--- config.mk ---
export PLATFORM = sky130hd
export DESIGN_NAME = mips_regfile_sb
export DESIGN_NICKNAME = d
export VERILOG_FILES = /design/src/rtl/mips_regfile_sb_pkg.sv /design/src/rtl/mips_regfile_sb_counter.sv /design/src/rtl/mips_regfile_sb.sv
export SDC_FILE = /design/constraint.sdc
export NUM_CORES = 2
export LEC_CHECK = 0
export CAP_MARGIN = 20
export CORE_ASPECT_RATIO = 1.5
export CORE_UTILIZATION = 52
export DETAILED_ROUTE_END_ITERATION = 16
export PLACE_DENSITY_LB_ADDON = 0.25
export REMOVE_ABC_BUFFERS = 1
export SLEW_MARGIN = 20
export SYNTH_ARGS = -nofsm -noshare
export SYNTH_HDL_FRONTEND = slang
export SYNTH_HIERARCHICAL = 1
export SYNTH_SLANG_ARGS = --single-unit
--- constraint.sdc ---
create_clock -name clk -period 4.4 [get_ports clk]
set_input_delay 0.88 -clock clk [delete_from_list [all_inputs] [get_ports clk]]
set_output_delay 0.88 -clock clk [all_outputs]
set_load 0.005 [all_outputs]
--- src/rtl/mips_regfile_sb_pkg.sv ---
// mips_rf_pkg: shared constants and types for the Decode-stage register file
// with its pending-write scoreboard.
//   ZERO_REG      architectural register hardwired to zero
//   DEF_*         default configuration of mips_regfile_sb
//   reg_addr_t    register address type for the default 32-register config
package mips_rf_pkg;

   localparam int DEF_WIDTH    = 32;
   localparam int DEF_NREGS    = 32;
   localparam int DEF_NUM_READ = 2;
   localparam int DEF_PEND_W   = 2;

   typedef logic [4:0] reg_addr_t;

   localparam reg_addr_t ZERO_REG = 5'd0;

endpackage

--- src/rtl/mips_regfile_sb_counter.sv ---
// sb_counter: per-register count of writes in flight.
// Saturating PEND_W-bit up/down counter with synchronous reset.
//   clk    in   clock, state on posedge
//   reset  in   synchronous, active-high
//   inc    in   an accepted issue targets this register
//   dec    in   a writeback targets this register (ignored when count is 0)
//   cnt    out  current pending count (registered)
//   uflow  out  writeback arrived while nothing was pending (combinational)
module sb_counter
   import mips_rf_pkg::*;
#(
   parameter int PEND_W = DEF_PEND_W
) (
   input  logic              clk,
   input  logic              reset,
   input  logic              inc,
   input  logic              dec,
   output logic [PEND_W-1:0] cnt,
   output logic              uflow
);

   localparam logic [PEND_W-1:0] CNT_ZERO = PEND_W'(0);
   localparam logic [PEND_W-1:0] CNT_ONE  = PEND_W'(1);
   localparam logic [PEND_W-1:0] CNT_MAX  = PEND_W'((2 ** PEND_W) - 1);

   logic [PEND_W-1:0] cnt_r;
   logic              inc_ok_s;
   logic              dec_ok_s;

   // A decrement only counts when something is outstanding; an increment at
   // saturation is only legal when a decrement frees a slot the same cycle.
   assign dec_ok_s = dec && (cnt_r != CNT_ZERO);
   assign inc_ok_s = inc && ((cnt_r != CNT_MAX) || dec_ok_s);
   assign uflow    = dec && (cnt_r == CNT_ZERO);
   assign cnt      = cnt_r;

   // Pending-count state: inc and dec together leave the count unchanged.
   always_ff @(posedge clk) begin
      if (reset) begin
         cnt_r <= CNT_ZERO;
      end else begin
         case ({inc_ok_s, dec_ok_s})
            2'b10:   cnt_r <= cnt_r + CNT_ONE;
            2'b01:   cnt_r <= cnt_r - CNT_ONE;
            default: cnt_r <= cnt_r;
         endcase
      end
   end

endmodule

--- src/rtl/mips_regfile_sb.sv ---
// mips_regfile_sb: MIPS register file with write-through bypass and a
// pending-write scoreboard for the Decode stage.
//   clk           in   single clock, all state on posedge
//   reset         in   synchronous, active-high
//   ra            in   NUM_READ read addresses
//   rd            out  NUM_READ read data (combinational, bypassed from wb)
//   rd_busy       out  per read port: register still has a pending write
//   iss_valid     in   an instruction writing iss_rd issues this cycle
//   iss_rd        in   destination of the issuing instruction
//   iss_ready     out  issue accepted (combinational)
//   wb_en         in   writeback this cycle
//   wb_addr       in   writeback destination
//   wb_data       in   writeback data
//   idle          out  no writes pending on any register
//   err_underflow out  sticky: writeback to a register with nothing pending
module mips_regfile_sb
   import mips_rf_pkg::*;
#(
   parameter int WIDTH    = DEF_WIDTH,
   parameter int NREGS    = DEF_NREGS,
   parameter int NUM_READ = DEF_NUM_READ,
   parameter int PEND_W   = DEF_PEND_W,
   localparam int ADDR_W  = $clog2(NREGS)
) (
   input  logic                               clk,
   input  logic                               reset,
   input  logic [NUM_READ-1:0][ADDR_W-1:0]    ra,
   output logic [NUM_READ-1:0][WIDTH-1:0]     rd,
   output logic [NUM_READ-1:0]                rd_busy,
   input  logic                               iss_valid,
   input  logic [ADDR_W-1:0]                  iss_rd,
   output logic                               iss_ready,
   input  logic                               wb_en,
   input  logic [ADDR_W-1:0]                  wb_addr,
   input  logic [WIDTH-1:0]                   wb_data,
   output logic                               idle,
   output logic                               err_underflow
);

   localparam int                PEND_MAX = (2 ** PEND_W) - 1;
   localparam logic [ADDR_W-1:0] ZERO_A   = ADDR_W'(ZERO_REG);
   localparam logic [PEND_W-1:0] CNT_ZERO = PEND_W'(0);
   localparam logic [PEND_W-1:0] CNT_MAX  = PEND_W'(PEND_MAX);

   logic [WIDTH-1:0]               regs_r [NREGS];
   logic [NREGS-1:0][PEND_W-1:0]   cnt_s;
   logic [NREGS-1:1]               inc_s;
   logic [NREGS-1:1]               dec_s;
   logic [NREGS-1:1]               uflow_s;
   logic [NUM_READ-1:0]            hit_s;
   logic                           iss_ready_s;
   logic                           err_r;

   // Register 0 never has anything pending, so it gets no counter.
   assign cnt_s[0] = CNT_ZERO;

   // A saturated destination can still accept an issue when its writeback
   // retires in the same cycle.
   assign iss_ready_s = (iss_rd == ZERO_A)
                     || (cnt_s[iss_rd] != CNT_MAX)
                     || (wb_en && (wb_addr == iss_rd));
   assign iss_ready   = iss_ready_s;

   genvar g;
   generate
      for (g = 1; g < NREGS; g++) begin : g_cnt
         assign inc_s[g] = iss_valid && iss_ready_s && (iss_rd == ADDR_W'(g));
         assign dec_s[g] = wb_en && (wb_addr == ADDR_W'(g));

         sb_counter #(.PEND_W(PEND_W)) u_cnt (
            .clk   (clk),
            .reset (reset),
            .inc   (inc_s[g]),
            .dec   (dec_s[g]),
            .cnt   (cnt_s[g]),
            .uflow (uflow_s[g])
         );
      end
   endgenerate

   assign idle          = (cnt_s == '0);
   assign err_underflow = err_r;

   // Read ports: bypass the writeback data, and let busy drop in the same
   // cycle as the last outstanding writeback for that register.
   always_comb begin
      rd      = '0;
      rd_busy = '0;
      hit_s   = '0;
      for (int i = 0; i < NUM_READ; i++) begin
         if (ra[i] == ZERO_A) begin
            rd[i]      = '0;
            rd_busy[i] = 1'b0;
         end else begin
            hit_s[i]   = wb_en && (wb_addr == ra[i]) && (cnt_s[ra[i]] != CNT_ZERO);
            rd_busy[i] = (cnt_s[ra[i]] - PEND_W'(hit_s[i])) != CNT_ZERO;
            if (wb_en && (wb_addr == ra[i])) begin
               rd[i] = wb_data;
            end else begin
               rd[i] = regs_r[ra[i]];
            end
         end
      end
   end

   // Architectural register storage; writes to register 0 are dropped.
   always_ff @(posedge clk) begin
      if (reset) begin
         for (int k = 0; k < NREGS; k++) begin
            regs_r[k] <= '0;
         end
      end else if (wb_en && (wb_addr != ZERO_A)) begin
         regs_r[wb_addr] <= wb_data;
      end
   end

   // Sticky underflow flag, cleared only by reset.
   always_ff @(posedge clk) begin
      if (reset) begin
         err_r <= 1'b0;
      end else if (|uflow_s) begin
         err_r <= 1'b1;
      end else begin
         err_r <= err_r;
      end
   end

endmodule

==> report_table.html <==
<table>
<tr><th>Metric</th><th>Value</th></tr>
<tr><th colspan="2">Clock tree</th></tr>
<tr><td>Clock Tree Buf Depth</td><td>3</td></tr>
<tr><td>H-tree levels</td><td>3</td></tr>
<tr><td>Root Driver</td><td>sky130_fd_sc_hd__clkbuf_16</td></tr>
<tr><td># hold bufs at CTS</td><td>0</td></tr>
<tr><td>Number of buffers added by the clock tree synthesis step</td><td>104</td></tr>
<tr><td>Clock tree from TritonCTS</td><td>yes</td></tr>
<tr><td>CTS clock-pin slew for the worst setup and hold paths</td><td>60 ps</td></tr>
<tr><td>Number of sinks handled by clock tree synthesis</td><td>1087</td></tr>
<tr><td>Clock latency on the worst-skew pair</td><td>740 ps</td></tr>
<tr><th colspan="2">Drt</th></tr>
<tr><td>Initial DRT Pass Iterations</td><td>9</td></tr>
<tr><td>Final routed DRC violation total</td><td>0</td></tr>
<tr><td>Count of antenna-violating nets left after detailed routing</td><td>0</td></tr>
<tr><td>DR vias</td><td>41508</td></tr>
<tr><td>Wire length per cell after detailed routing</td><td>31.9 um</td></tr>
<tr><td>Number of design-rule violations left by the first detailed-router iteration</td><td>5060</td></tr>
<tr><td>Final Routed Wirelength</td><td>198000 um</td></tr>
<tr><td>Ratio of routed vias to standard cells</td><td>6.71</td></tr>
<tr><th colspan="2">Global routing</th></tr>
<tr><td>Pin count of the biggest net entering global routing</td><td>55</td></tr>
<tr><td>Number of global-route vias before repair</td><td>41940</td></tr>
<tr><td>Initial antenna violation count</td><td>8</td></tr>
<tr><td>Wire length of the first global-routing pass</td><td>283000 um</td></tr>
<tr><td>All-Layer GR Usage</td><td>0.335</td></tr>
<tr><td>Overflow after GRT</td><td>0</td></tr>
<tr><th colspan="2">Final layout</th></tr>
<tr><td>Final cell area excluding filler cells</td><td>70100 um^2</td></tr>
<tr><td>Layout area overhead</td><td>14.9%</td></tr>
<tr><td>Share of cells above drive strength 1</td><td>0.282</td></tr>
<tr><td>Storage element area</td><td>32000 um^2</td></tr>
<tr><td>Fill cell count</td><td>8734</td></tr>
<tr><td>Area occupied by multi-input gates</td><td>27800 um^2</td></tr>
<tr><td>Final-stage net count</td><td>4602</td></tr>
<tr><th colspan="2">Logic synthesis</th></tr>
<tr><td>Top cell types by occurrence after synthesis</td><td>sky130_fd_sc_hd__edfxtp_1, sky130_fd_sc_hd__and2_1, sky130_fd_sc_hd__mux4_2</td></tr>
<tr><td>Count of synthesis-stage warnings from yosys</td><td>6</td></tr>
<tr><td>Post-synthesis instance total</td><td>4311</td></tr>
<tr><td>Mean instance size in the synthesized netlist</td><td>14.2 um^2</td></tr>
<tr><td>Synth Cell Area</td><td>61000 um^2</td></tr>
<tr><td>Sequential element share of the synthesized area</td><td>0.524</td></tr>
<tr><td>Number of enable-type register cells in the synthesized netlist</td><td>1024</td></tr>
<tr><td>Leading post-synthesis cells by cell area</td><td>sky130_fd_sc_hd__edfxtp_1, sky130_fd_sc_hd__mux4_2, sky130_fd_sc_hd__and2_1</td></tr>
<tr><td>Most used flip-flop cell after synthesis</td><td>sky130_fd_sc_hd__edfxtp_1</td></tr>
<tr><td>Fraction of synthesis flops using an asynchronous set or reset pin</td><td>0</td></tr>
<tr><td>Area share of the leading cell type in the synthesized netlist</td><td>0.504</td></tr>
<tr><td>Dominant cell by count in the synthesized netlist</td><td>sky130_fd_sc_hd__edfxtp_1</td></tr>
<tr><td>Cell taking the most area after synthesis</td><td>sky130_fd_sc_hd__edfxtp_1</td></tr>
<tr><td>Seq cells post-synth</td><td>1087</td></tr>
<tr><td>Netlist cell types</td><td>61</td></tr>
<tr><th colspan="2">Pwr</th></tr>
<tr><td>Static power due to leakage</td><td>0.0242 uW</td></tr>
<tr><td>Share of total power in combinational logic</td><td>0.140</td></tr>
<tr><td>Power density normalized to cell area</td><td>347 nW/um^2</td></tr>
<tr><td>Share of total power in the clock network</td><td>0.362</td></tr>
<tr><td>Maximum VDD drop</td><td>0.348 mV</td></tr>
<tr><td>Net Sw Power</td><td>6160 uW</td></tr>
<tr><td>Internal power</td><td>18200 uW</td></tr>
<tr><td>Switching share of total power</td><td>0.253</td></tr>
<tr><td>Share of total power in sequential cells</td><td>0.497</td></tr>
<tr><th colspan="2">Timing</th></tr>
<tr><td>Min Clock Period, post-route</td><td>4350 ps</td></tr>
<tr><td>Clock Skew</td><td>26.5 ps</td></tr>
<tr><td>Ratio of final minimum period to clock period</td><td>0.990</td></tr>
<tr><td>Max-slew violation total from the final report</td><td>0</td></tr>
<tr><td>Min setup slack post-route</td><td>45.1 ps</td></tr>
<tr><td>Setup repair after global routing missed its margin</td><td>no</td></tr>
<tr><td>Relative max-transition margin</td><td>0.239</td></tr>
<tr><td>Worst slew pin tran</td><td>1140 ps</td></tr>
<tr><td>Final count of negative-setup-slack endpoints</td><td>0</td></tr>
<tr><td>Setup_tns</td><td>0 ps</td></tr>
<tr><td>Count of final hold-check violations</td><td>0</td></tr>
<tr><td>Maximum achievable frequency</td><td>230 MHz</td></tr>
<tr><th colspan="2">Flow run</th></tr>
<tr><td>Number of max-cap violations</td><td>0</td></tr>
<tr><th colspan="2">Floorplan</th></tr>
<tr><td>Floorplan die height</td><td>422 um</td></tr>
<tr><td>Floorplan Core Area</td><td>116000 um^2</td></tr>
<tr><td>Effective utilization at floorplan</td><td>0.525</td></tr>
<tr><td>Area of the die</td><td>119000 um^2</td></tr>
<tr><td>X dimension of the die</td><td>282 um</td></tr>
<tr><td>Placement Rows</td><td>153</td></tr>
<tr><td>IO Count</td><td>125</td></tr>
<tr><th colspan="2">Placement</th></tr>
<tr><td>Final RePlAce weighted congestion</td><td>0.928</td></tr>
<tr><td>Sum of net half-perimeters after detailed placement</td><td>128000 um</td></tr>
<tr><td>Dpl ws</td><td>5.06 ps</td></tr>
<tr><td>Post-placement cell area</td><td>66800 um^2</td></tr>
<tr><td>Number of input and output port buffers inserted</td><td>124</td></tr>
<tr><th colspan="2">Setup path</th></tr>
<tr><td>Internal reg-to-reg setup slack</td><td>1290 ps</td></tr>
<tr><td>Crit-path max FO</td><td>33</td></tr>
<tr><td>Element type at the critical path end</td><td>output pin</td></tr>
<tr><td>Required time of the critical path</td><td>3520 ps</td></tr>
<tr><td>Data arrival time at the worst-slack endpoint</td><td>3470 ps</td></tr>
<tr><td>Path type of the worst setup path</td><td>primary input to output pin</td></tr>
<tr><td>Critical Path Start Type</td><td>primary input</td></tr>
<tr><th colspan="2">Status</th></tr>
<tr><td>Outcome</td><td>complete, no violations</td></tr>
<tr><th colspan="2">Worst hold path</th></tr>
<tr><td>Type of the tightest min-delay check</td><td>primary input to flop</td></tr>
</table>
per-layer routing:
metal | up-vias | wire [um] | GRT usage
met1 | 21042 | 67100 | 0.404
li1 | 17078 | - | -
met3 | 650 | 19300 | 0.0608
met4 | 10 | 11800 | 0.187
met5 | - | 54 | 0
met2 | 2728 | 99400 | 0.563
registers in the layout, indices dropped and copies added, names as in the netlist:
| register | cells |
|---|---|
| err_underflow | 1 |
| g_cnt.u_cnt/cnt | 62 |
| regs_r | 1024 |
timing repair:
item | in CTS | in global routing
gates resized for setup | 0 | 12
buffers inserted | 0 | 3
setup endpoints to repair | 0 | 26
power groups by stage:
stage          registers [uW]  clock network [uW]  logic [uW]
4_1_cts                 12100                8870        3380
5_1_grt                 12200                9210        3540
3_5_place_dp            12300                   0        3370
3_3_place_gp            12300                   0        3350
6_report                12100                8830        3420
2_1_floorplan           12200                   0        1580
cell families after synthesis:
kind of cell / after synthesis / synth area share
AOI/OAI and AO/OA: 405 / 0.0482
buffers and inverters: 418 / 0.0277
muxes: 763 / 0.239
DFF: 1087 / 0.524
other: 1 / 0.0000614
and+or+nand+nor: 1622 / 0.159
xor gates and xnor gates: 15 / 0.00215
worst paths after layout:
check             cells after the start                                  end                                start
hold / removal                        2   g_cnt[1].u_cnt/cnt[1]$_SDFFE_PP0P_                                reset
setup reg to reg                     10   g_cnt[8].u_cnt/cnt[0]$_SDFFE_PP0P_   g_cnt[7].u_cnt/cnt[0]$_SDFFE_PP0P_
setup / recovery                      9                               rd[12]                                ra[2]
hold reg to reg                       2  g_cnt[17].u_cnt/cnt[1]$_SDFFE_PP0P_  g_cnt[17].u_cnt/cnt[1]$_SDFFE_PP0P_
final cells by class:
cell class | instances | area share
diodes | 3 | 0.000107
clock buffers | 129 | 0.0390
clock inverters | 66 | 0.00723
inverters | 5 | 0.000268
multi-input cells | 2837 | 0.396
flip-flops and latches | 1087 | 0.456
well taps | 1550 | 0.0277
repair buffers | 511 | 0.0733
stage by stage:
step	cells	util	hold WS, ps	total power (uW)
floorplan	3929	-	517	13800
global placement	5986	0.575	576	15600
detailed placement	5986	0.575	578	15700
CTS	6181	0.603	520	24300
global route	6185	0.603	558	24900
finish	6188	0.603	528	24400
cells in the final DEF (no fill, tap or decap), types with 35 or more instances in the layout:
cell / instances
sky130_fd_sc_hd__o22ai_1: 67
sky130_fd_sc_hd__or2_2: 65
sky130_fd_sc_hd__buf_12: 76
sky130_fd_sc_hd__and2_1: 994
sky130_fd_sc_hd__o21ai_0: 35
sky130_fd_sc_hd__nand3_1: 46
sky130_fd_sc_hd__buf_4: 312
sky130_fd_sc_hd__nor2b_1: 46
sky130_fd_sc_hd__mux4_2: 547
sky130_fd_sc_hd__a22oi_1: 36
sky130_fd_sc_hd__nor4_1: 40
sky130_fd_sc_hd__nand2b_1: 37
sky130_fd_sc_hd__mux2_2: 71
sky130_fd_sc_hd__clkbuf_16: 106
sky130_fd_sc_hd__a21oi_1: 82
sky130_fd_sc_hd__o211ai_1: 67
sky130_fd_sc_hd__dfxtp_1: 63
sky130_fd_sc_hd__clkdlybuf4s50_1: 113
sky130_fd_sc_hd__nand3b_1: 37
sky130_fd_sc_hd__nand2_1: 133
sky130_fd_sc_hd__edfxtp_1: 1024
sky130_fd_sc_hd__mux2i_1: 145
sky130_fd_sc_hd__nor2_1: 76
worst max-delay path, stage by stage:
cell and delay (ps):
sky130_fd_sc_hd__clkdlybuf4s50_1 410, sky130_fd_sc_hd__buf_4 180, sky130_fd_sc_hd__or3b_2 510, sky130_fd_sc_hd__buf_12 200, sky130_fd_sc_hd__o22ai_1 220, sky130_fd_sc_hd__nor2_1 110, sky130_fd_sc_hd__a32o_2 330, sky130_fd_sc_hd__buf_4 140
sky130_fd_sc_hd__clkdlybuf4s50_1 440
Power figures use the tool's default switching activity.
